[src/rtl/hazard_pkg.sv]
// Shared constants for the pipeline hazard controller: forwarding select codes
// and default multiply/divide busy latencies.
package hazard_pkg;

  localparam logic [1:0] FWD_NONE = 2'd0;
  localparam logic [1:0] FWD_M    = 2'd1;
  localparam logic [1:0] FWD_W    = 2'd2;

  localparam int MULT_LAT_DEF = 5;
  localparam int DIV_LAT_DEF  = 10;

endpackage

[src/rtl/md_busy_counter.sv]
// Multiply/divide busy counter: loads the unit latency when an md op leaves E,
// then counts down to zero; md_busy is high while the count is nonzero.
module md_busy_counter
  import hazard_pkg::*;
#(
  parameter int MULT_LAT = MULT_LAT_DEF,
  parameter int DIV_LAT  = DIV_LAT_DEF,
  parameter int CNT_W    = 4
) (
  input  logic             clk,
  input  logic             rst,
  input  logic             md_start,
  input  logic             md_div,
  output logic [CNT_W-1:0] busy_cnt,
  output logic             md_busy
);

  always_ff @(posedge clk) begin
    if (rst)
      busy_cnt <= '0;
    else if (md_start)
      busy_cnt <= md_div ? CNT_W'(DIV_LAT) : CNT_W'(MULT_LAT);
    else if (busy_cnt != '0)
      busy_cnt <= busy_cnt - 1'b1;
  end

  assign md_busy = (busy_cnt != '0);

endmodule

[src/rtl/hazard_unit.sv]
// Hazard controller for the 5-stage core: stall/flush generation and D/E-stage
// forwarding selects. Define HAZARD_STAT_EN to add the saturating stall_cnt port.
module hazard_unit
  import hazard_pkg::*;
#(
  parameter int MULT_LAT = MULT_LAT_DEF,
  parameter int DIV_LAT  = DIV_LAT_DEF,
  parameter int CNT_W    = 4
) (
  input  logic       clk,
  input  logic       rst,
  input  logic [4:0] rs_D,
  input  logic [4:0] rt_D,
  input  logic       rs_rd_D,
  input  logic       rt_rd_D,
  input  logic       branch_D,
  input  logic       md_use_D,
  input  logic [4:0] rs_E,
  input  logic [4:0] rt_E,
  input  logic [4:0] wa_E,
  input  logic [4:0] wa_M,
  input  logic [4:0] wa_W,
  input  logic       RegWrite_E,
  input  logic       RegWrite_M,
  input  logic       RegWrite_W,
  input  logic       MemToReg_E,
  input  logic       MemToReg_M,
  input  logic       md_start_E,
  input  logic       md_div_E,
  output logic       stall_F,
  output logic       stall_D,
  output logic       flush_E,
  output logic [1:0] fwd_rs_D,
  output logic [1:0] fwd_rt_D,
  output logic [1:0] fwd_rs_E,
  output logic [1:0] fwd_rt_E,
  output logic       md_busy
`ifdef HAZARD_STAT_EN
  ,output logic [31:0] stall_cnt
`endif
);

  logic [CNT_W-1:0] busy_cnt;
  logic             cnt_busy;

  md_busy_counter #(
    .MULT_LAT (MULT_LAT),
    .DIV_LAT  (DIV_LAT),
    .CNT_W    (CNT_W)
  ) u_md_cnt (
    .clk      (clk),
    .rst      (rst),
    .md_start (md_start_E),
    .md_div   (md_div_E),
    .busy_cnt (busy_cnt),
    .md_busy  (cnt_busy)
  );

  // $0 is hardwired zero, so it never produces a hazard or a forward.
  function automatic logic reg_match(input logic [4:0] src, input logic [4:0] wa,
                                     input logic we);
    return we && (src != 5'd0) && (src == wa);
  endfunction

  function automatic logic [1:0] fwd_sel(input logic m_hit, input logic w_hit);
    if (m_hit)      return FWD_M;
    else if (w_hit) return FWD_W;
    else            return FWD_NONE;
  endfunction

  logic rs_hit_E, rt_hit_E, rs_hit_M, rt_hit_M;
  logic load_use, br_E, br_M, md_stall, stall;

  always_comb begin
    rs_hit_E = rs_rd_D && reg_match(rs_D, wa_E, RegWrite_E);
    rt_hit_E = rt_rd_D && reg_match(rt_D, wa_E, RegWrite_E);
    rs_hit_M = rs_rd_D && reg_match(rs_D, wa_M, RegWrite_M);
    rt_hit_M = rt_rd_D && reg_match(rt_D, wa_M, RegWrite_M);

    load_use = MemToReg_E && (rs_hit_E || rt_hit_E);
    br_E     = branch_D && (rs_hit_E || rt_hit_E);
    br_M     = branch_D && MemToReg_M && (rs_hit_M || rt_hit_M);
    md_stall = md_use_D && (cnt_busy || md_start_E);
    stall    = !rst && (load_use || br_E || br_M || md_stall);
  end

  assign stall_F = stall;
  assign stall_D = stall;
  assign flush_E = stall;
  assign md_busy = !rst && cnt_busy;

  // A load in M is excluded from D forwarding; its data is not ready until W.
  always_comb begin
    fwd_rs_D = FWD_NONE;
    fwd_rt_D = FWD_NONE;
    fwd_rs_E = FWD_NONE;
    fwd_rt_E = FWD_NONE;
    if (!rst) begin
      fwd_rs_D = fwd_sel(!MemToReg_M && reg_match(rs_D, wa_M, RegWrite_M),
                         reg_match(rs_D, wa_W, RegWrite_W));
      fwd_rt_D = fwd_sel(!MemToReg_M && reg_match(rt_D, wa_M, RegWrite_M),
                         reg_match(rt_D, wa_W, RegWrite_W));
      fwd_rs_E = fwd_sel(reg_match(rs_E, wa_M, RegWrite_M),
                         reg_match(rs_E, wa_W, RegWrite_W));
      fwd_rt_E = fwd_sel(reg_match(rt_E, wa_M, RegWrite_M),
                         reg_match(rt_E, wa_W, RegWrite_W));
    end
  end

`ifdef HAZARD_STAT_EN
  always_ff @(posedge clk) begin
    if (rst)
      stall_cnt <= '0;
    else if (stall && (stall_cnt != 32'hFFFF_FFFF))
      stall_cnt <= stall_cnt + 32'd1;
  end
`endif

endmodule

[config.mk]
export PLATFORM = sky130hd
export DESIGN_NAME = hazard_unit
export DESIGN_NICKNAME = d
export VERILOG_FILES = /design/src/rtl/hazard_pkg.sv /design/src/rtl/md_busy_counter.sv /design/src/rtl/hazard_unit.sv
export SDC_FILE = /design/constraint.sdc
export NUM_CORES = 1
export LEC_CHECK = 0
export BUFFER_PORTS_ARGS = -buffer_cell sky130_fd_sc_hd__buf_2
export CAP_MARGIN = 10
export CELL_PAD_IN_SITES_DETAIL_PLACEMENT = 1
export CELL_PAD_IN_SITES_GLOBAL_PLACEMENT = 1
export CORE_UTILIZATION = 30
export CTS_BUF_LIST = sky130_fd_sc_hd__clkbuf_4 sky130_fd_sc_hd__clkbuf_8
export CTS_CLUSTER_SIZE = 10
export DETAILED_ROUTE_END_ITERATION = 8
export PLACE_DENSITY_LB_ADDON = 0.15
export SYNTH_ARGS = -nofsm -noshare
export SYNTH_HDL_FRONTEND = slang
export SYNTH_SLANG_ARGS = --single-unit
[constraint.sdc]
create_clock -name clk -period 2.4 [get_ports clk]
set_input_delay 0.48 -clock clk [delete_from_list [all_inputs] [get_ports clk]]
set_output_delay 0.48 -clock clk [all_outputs]
set_load 0.02 [all_outputs]
### Word level (Yosys, flattened, before mapping)

Index checks and enable logic that the tools add are counted.

| operators by class | value |
|---|---|
| add/sub/neg operators | 1 |
| $mul | 0 |
| div/mod/pow operators | 0 |
| order comparisons | 0 |
| equal/unequal tests | 10 |
| shift-type cells | 0 |
| mux-type cells | 15 |
| bitwise logic cells | 0 |
| reduce and logical (&&, ||, !) cells | 47 |

Operators with widths:

| operator | number |
|---|---|
| equality test 5 bit | 10 |
| logical AND 1 bit | 33 |
| two-way mux 2 bit | 12 |
| nonzero test 5 bit | 4 |
| two-way mux 4 bit | 3 |
| logical OR 1 bit | 6 |
| nonzero test 4 bit | 1 |
| subtractor 4 x 1 -> 4 bit, second input constant | 1 |
| logical NOT 1 bit | 2 |
| nonzero test 2 bit | 1 |

| storage, ports and cells | value |
|---|---|
| flip-flop bits (word level) | 4 |
| latch bits | 0 |
| bits in writable memories | 0 |
| ROM bits | 0 |
| input port bits | 48 |
| output and inout port bits | 12 |
| logic and storage cells | 74 |
| memories kept | 0 |

### Logic depth before layout (Yosys ltp)

| logic depth | value |
|---|---|
| depth after elaboration | 10 |
| gate-level depth with buffers | 7 |
| depth with buffers taken out | 7 |

### Cells and area by module

From an unflattened synthesis, not the netlist that was laid out.

| second synthesis, totals | value |
|---|---|
| cells, all modules | 130 |
| area, all modules | 982.2 sq um |

Modules (own cells, without submodules):

| module | times used | cells each | area an instance (sq um) | seq. area each (sq um) |
|---|---|---|---|---|
| hazard_unit | 1 | 104 | 749.5 | 0.0 |
| md_busy_counter | 1 | 26 | 232.7 | 80.1 |

### Worst setup path after synthesis

Ideal clock, no wire load.

| timing | value |
|---|---|
| path kind | input to output |
| start | in wa_M[2] |
| end | out stall_D |
| arrival time | 2.181 ns |
| slack | -0.261 ns |
| stages on the path | 7 |
| path through | clkbuf_2 > xnor2_1 > nand4_1 > or4_4 > o22a_1 > a31oi_1 > buf_4 |

| between the ends | value |
|---|---|
| longest elaborated chain between the ends | 8 |

RTL lines:

| element | line | RTL |
|---|---|---|
| from (decl) | hazard_unit.sv:21 | `input logic [4:0] wa_M,` |
| equality test 5 bit | hazard_unit.sv:62 | `return we && (src != 5'd0) && (src == wa);` |
| logical AND 1 bit | hazard_unit.sv:62 |  |
| logical AND 1 bit (on tied branches) | hazard_unit.sv:77, hazard_unit.sv:78 |  |
| logical OR 1 bit (*) | hazard_unit.sv:82 | `br_M = branch_D && MemToReg_M && (rs_hit_M \|\| rt_hit_M);` |
| logical AND 1 bit (*) | hazard_unit.sv:82 |  |
| logical OR 1 bit (*) (2 in series) | hazard_unit.sv:84 | `stall = !rst && (load_use \|\| br_E \|\| br_M \|\| md_stall);` |
| logical AND 1 bit (*) | hazard_unit.sv:84 |  |
| to (decl) | hazard_unit.sv:31 | `output logic stall_D,` |

Every way passes the cells marked *; elsewhere a longest branch is shown, timed or not.

### Worst setup path after layout

| timing | value |
|---|---|
| start | in rs_D[1] |
| end | out stall_D |

| between the ends | value |
|---|---|
| longest elaborated chain between the ends | 10 |

RTL lines:

| element | line | RTL |
|---|---|---|
| from (decl) | hazard_unit.sv:12 | `input logic [4:0] rs_D,` |
| nonzero test 5 bit | hazard_unit.sv:62 |  |
| logical AND 1 bit (2 in series) | hazard_unit.sv:62 |  |
| logical AND 1 bit | hazard_unit.sv:75 | `rs_hit_E = rs_rd_D && reg_match(rs_D, wa_E, RegWrite_E);` |
| logical OR 1 bit | hazard_unit.sv:80, hazard_unit.sv:81 |  |
| logical AND 1 bit (on tied branches) | hazard_unit.sv:80, hazard_unit.sv:81 |  |
| logical OR 1 bit | hazard_unit.sv:84 |  |
| logical OR 1 bit (*) (2 in series) | hazard_unit.sv:84 |  |
| logical AND 1 bit (*) | hazard_unit.sv:84 |  |

Marks and branches as above.

==> results.toml <==
[worst_setup_path]
r2r_slack_ns = 0.84
cp.required_ns = 1.92
reg2regPathDepth = 6
arrival_ns = 1.90
worst_setup_path_end_kind = "output port"
critPathLaunchType = "input port"
cp_num_buf_inv = 2
critical_path_class = "in -> out"
max_stage_delay_ns = 0.44
timing.rr.end = "u_md_cnt.busy_cnt[1]"
path_max_fanout = 3
crit_top_cell = "buf_6"
slowest_stage = "or4_4"
r2r_start = "u_md_cnt.busy_cnt[0]"
path_cells = "buf_6 > xnor2_2 > nand4_1 > or4_4 > o22a_1 > a31oi_4 > buf_6"
path_delay_family = "simple AND/OR/NAND/NOR gates"

[finish]
reg_top3 = "u_md_cnt.busy_cnt x4"
drive_above_1_share_pct = 49.0
final_cells = 246
final_net_count = 254
n_antenna_cell = 0
area_growth_pct = 67.7
largest_reg_flops = 4
largest-register = "u_md_cnt.busy_cnt"
num-fill-cells = 405

[synth]
syn-num-nets = 179
synthCells = 129
ys_top_cells_by_area = "xnor2_1 (33%), xor2_1 (14%), dfxtp_1 (8.2%)"
synthArstFlopShare_pct = 0
ys_types = 30
synth_edf_count = 0
yosys_most_used_dff = "dfxtp_1"
netlist_area_um2 = 977
ys_seq_area_share_pct = 8.19
avgSynthCellArea_um2 = 7.58
synth_warnings = 0
synth_top_cell_by_area = "xnor2_1"
yosysMostFrequentCell = "xnor2_1"
synth_top_area_share_pct = 33.2
synth_seq_cells = 4
netlist_top_cells_count = "xnor2_1 (37), xor2_1 (16), nor2_1 (11)"

[pwr]
p_clk_share_pct = 17.9
p_leak_nw = 0.702
seq_power_share_pct = 17.1
pwr_density_cell_nw_per_um2 = 287
intPower_uw = 288
swShare_pct = 38.8
max-vdd-ir-drop_v = 0.0000949
power_frac_comb_pct = 65.0
p_switching_uw = 182

[cts]
clk_latency_ns = 0.24
numCtsBuffers = 3
cts_hold_buffers = 0
tritoncts = "yes"
clock-root-buffer = "clkbuf_4"
cts_max_path_buffers = 2
clk_pin_slew_worst_paths_ns = 0.04
cts_max_level = 1
cts_sinks = 4

[routing]
wire_per_inst_um = 14.1
route.detailed.drc = 0
drtPass1Iterations = 2
vias = 1209
first_iter_violations = 21
ant_nets = 0
viasPerCell = 4.91
wl_um = 3470

[sta]
relSlewSlack_pct = 69.9
hold_violations = 0
post-route-min-period_ns = 2.38
finClkSkew_ns = 0.00152
fmax_mhz = 420
worstMarginPinSlew_ns = 0.450
fin_crit_sh_pct = 99.1
rsz0062_at_grt = "true"
fin_tns_setup_ns = 0
finalSetupViolCount = 0
slew_violations = 0

[grt]
grt_pass1_wl_um = 5790
track_usage_pct = 21.5
antenna_found_initial = 0
grt_overflow_total = 0
grt_pass1_vias = 1298
grt_max_degree = 11

[floorplan]
rows = 20
io_pins = 60
coreArea_um2 = 3080
die_h_um = 59.1
start_util_pct = 31.7
die_x_um = 59.1
dieArea_um2 = 3490

[run]
drv_cap = 0

[min_path]
holdCritPathClass = "in -> reg"
worstHoldStart = "md_div_E"
hold_depth = 3
holdPathEnd = "u_md_cnt.busy_cnt[1]"

[placed_design]
place_inst = 242
io_buffers = 59
gp_congestion = 0.787
hpwl_um = 3050

[run_status]
status = "finished clean"
## area by class of cell
| class | count | area, µm² | share of cell area [%] |
|---|---|---|---|
| clock buffer | 3 | 22.5 | 1.37 |
| sequential | 4 | 80.1 | 4.89 |
| tap | 44 | 55.1 | 3.36 |
| inverter | 2 | 7.51 | 0.458 |
| multi-input combinational | 114 | 957 | 58.4 |
| timing repair buffer | 79 | 517 | 31.5 |
## worst max path at each step
stage	start	slack, ns	to	cells after the start
floorplan	wa_M[2]	-0.02	stall_D	7
global placement	rt_D[1]	-0.06	stall_F	7
detailed placement	rs_D[1]	-0.18	stall_D	7
CTS	wa_M[2]	0.002	stall_D	7
global route	rt_D[1]	-0.05	stall_D	8
finish	rs_D[1]	0.02	stall_D	7
## through the flow
step | total power, mW | instance area, µm² | utilization, % | setup slack [ns] | hold slack [ns]
finish | 0.470 | 1640 | 53.3 | 0.0217 | 0.530
global route | 0.505 | 1640 | 53.3 | -0.0490 | 0.543
CTS | 0.465 | 1590 | 51.6 | 0.00164 | 0.533
detailed placement | 0.359 | 1470 | 47.7 | -0.183 | 0.627
global placement | 0.345 | 1470 | 47.7 | -0.0618 | 0.613
floorplan | 0.244 | 1050 | - | -0.0152 | 0.574
## tightest hold or removal path, cell delays in order
cell     delay [ns]
buf_2          0.11
a21oi_1        0.07
nor2_1         0.07
## power groups by stage
stage	Clock [mW]	Sequential, mW	Combinational [mW]
floorplan	0	0.0797	0.164
detailed placement	0	0.0816	0.278
global placement	0	0.0810	0.264
CTS	0.0877	0.0805	0.297
finish	0.0843	0.0804	0.306
global route	0.0893	0.0811	0.334
## kinds of logic after synthesis
logic type / synth area share [%]
flops: 8.19
xor+xnor: 47.5
simple gates: 27.8
fa+ha+maj: 2.56
compound gates: 8.71
buf+inv: 5.25
## layer usage
layer  global-route usage [%]  up-vias  routed length (µm)
li1                         -      601                   -
met1                     23.9      567                1330
met2                     43.8       35                1980
met3                     1.09        6                 108
met4                     5.10        0                  48
met5                        0        -                   0
## layout by cell type, fill, tap and decap left out, types with 2 or more instances in the layout
cell type,Yosys,layout
nand2_1,2,2
xor2_1,16,16
buf_2,0,47
nor4_2,0,2
buf_6,0,9
nor4_1,7,5
xnor2_2,0,5
nor2_1,11,9
or4_4,1,4
buf_4,2,21
nand2b_1,2,2
nand4_1,10,10
xnor2_1,37,31
o21a_1,3,3
nor3_1,3,3
inv_1,2,2
ha_1,2,2
nand3_1,2,2
a21oi_1,2,2
or4_1,6,3
clkbuf_4,0,4
dfxtp_1,4,4
## what timing repair did
item / in CTS / in global routing
resized for setup: 25 / 13
gates cloned: 0 / 0
buffers inserted: 1 / 0
pin swaps: 8 / 2
endpoints found under the hold margin: 0 / 0
setup endpoints to repair: 4 / 3
(Power assumes the default switching activity.)
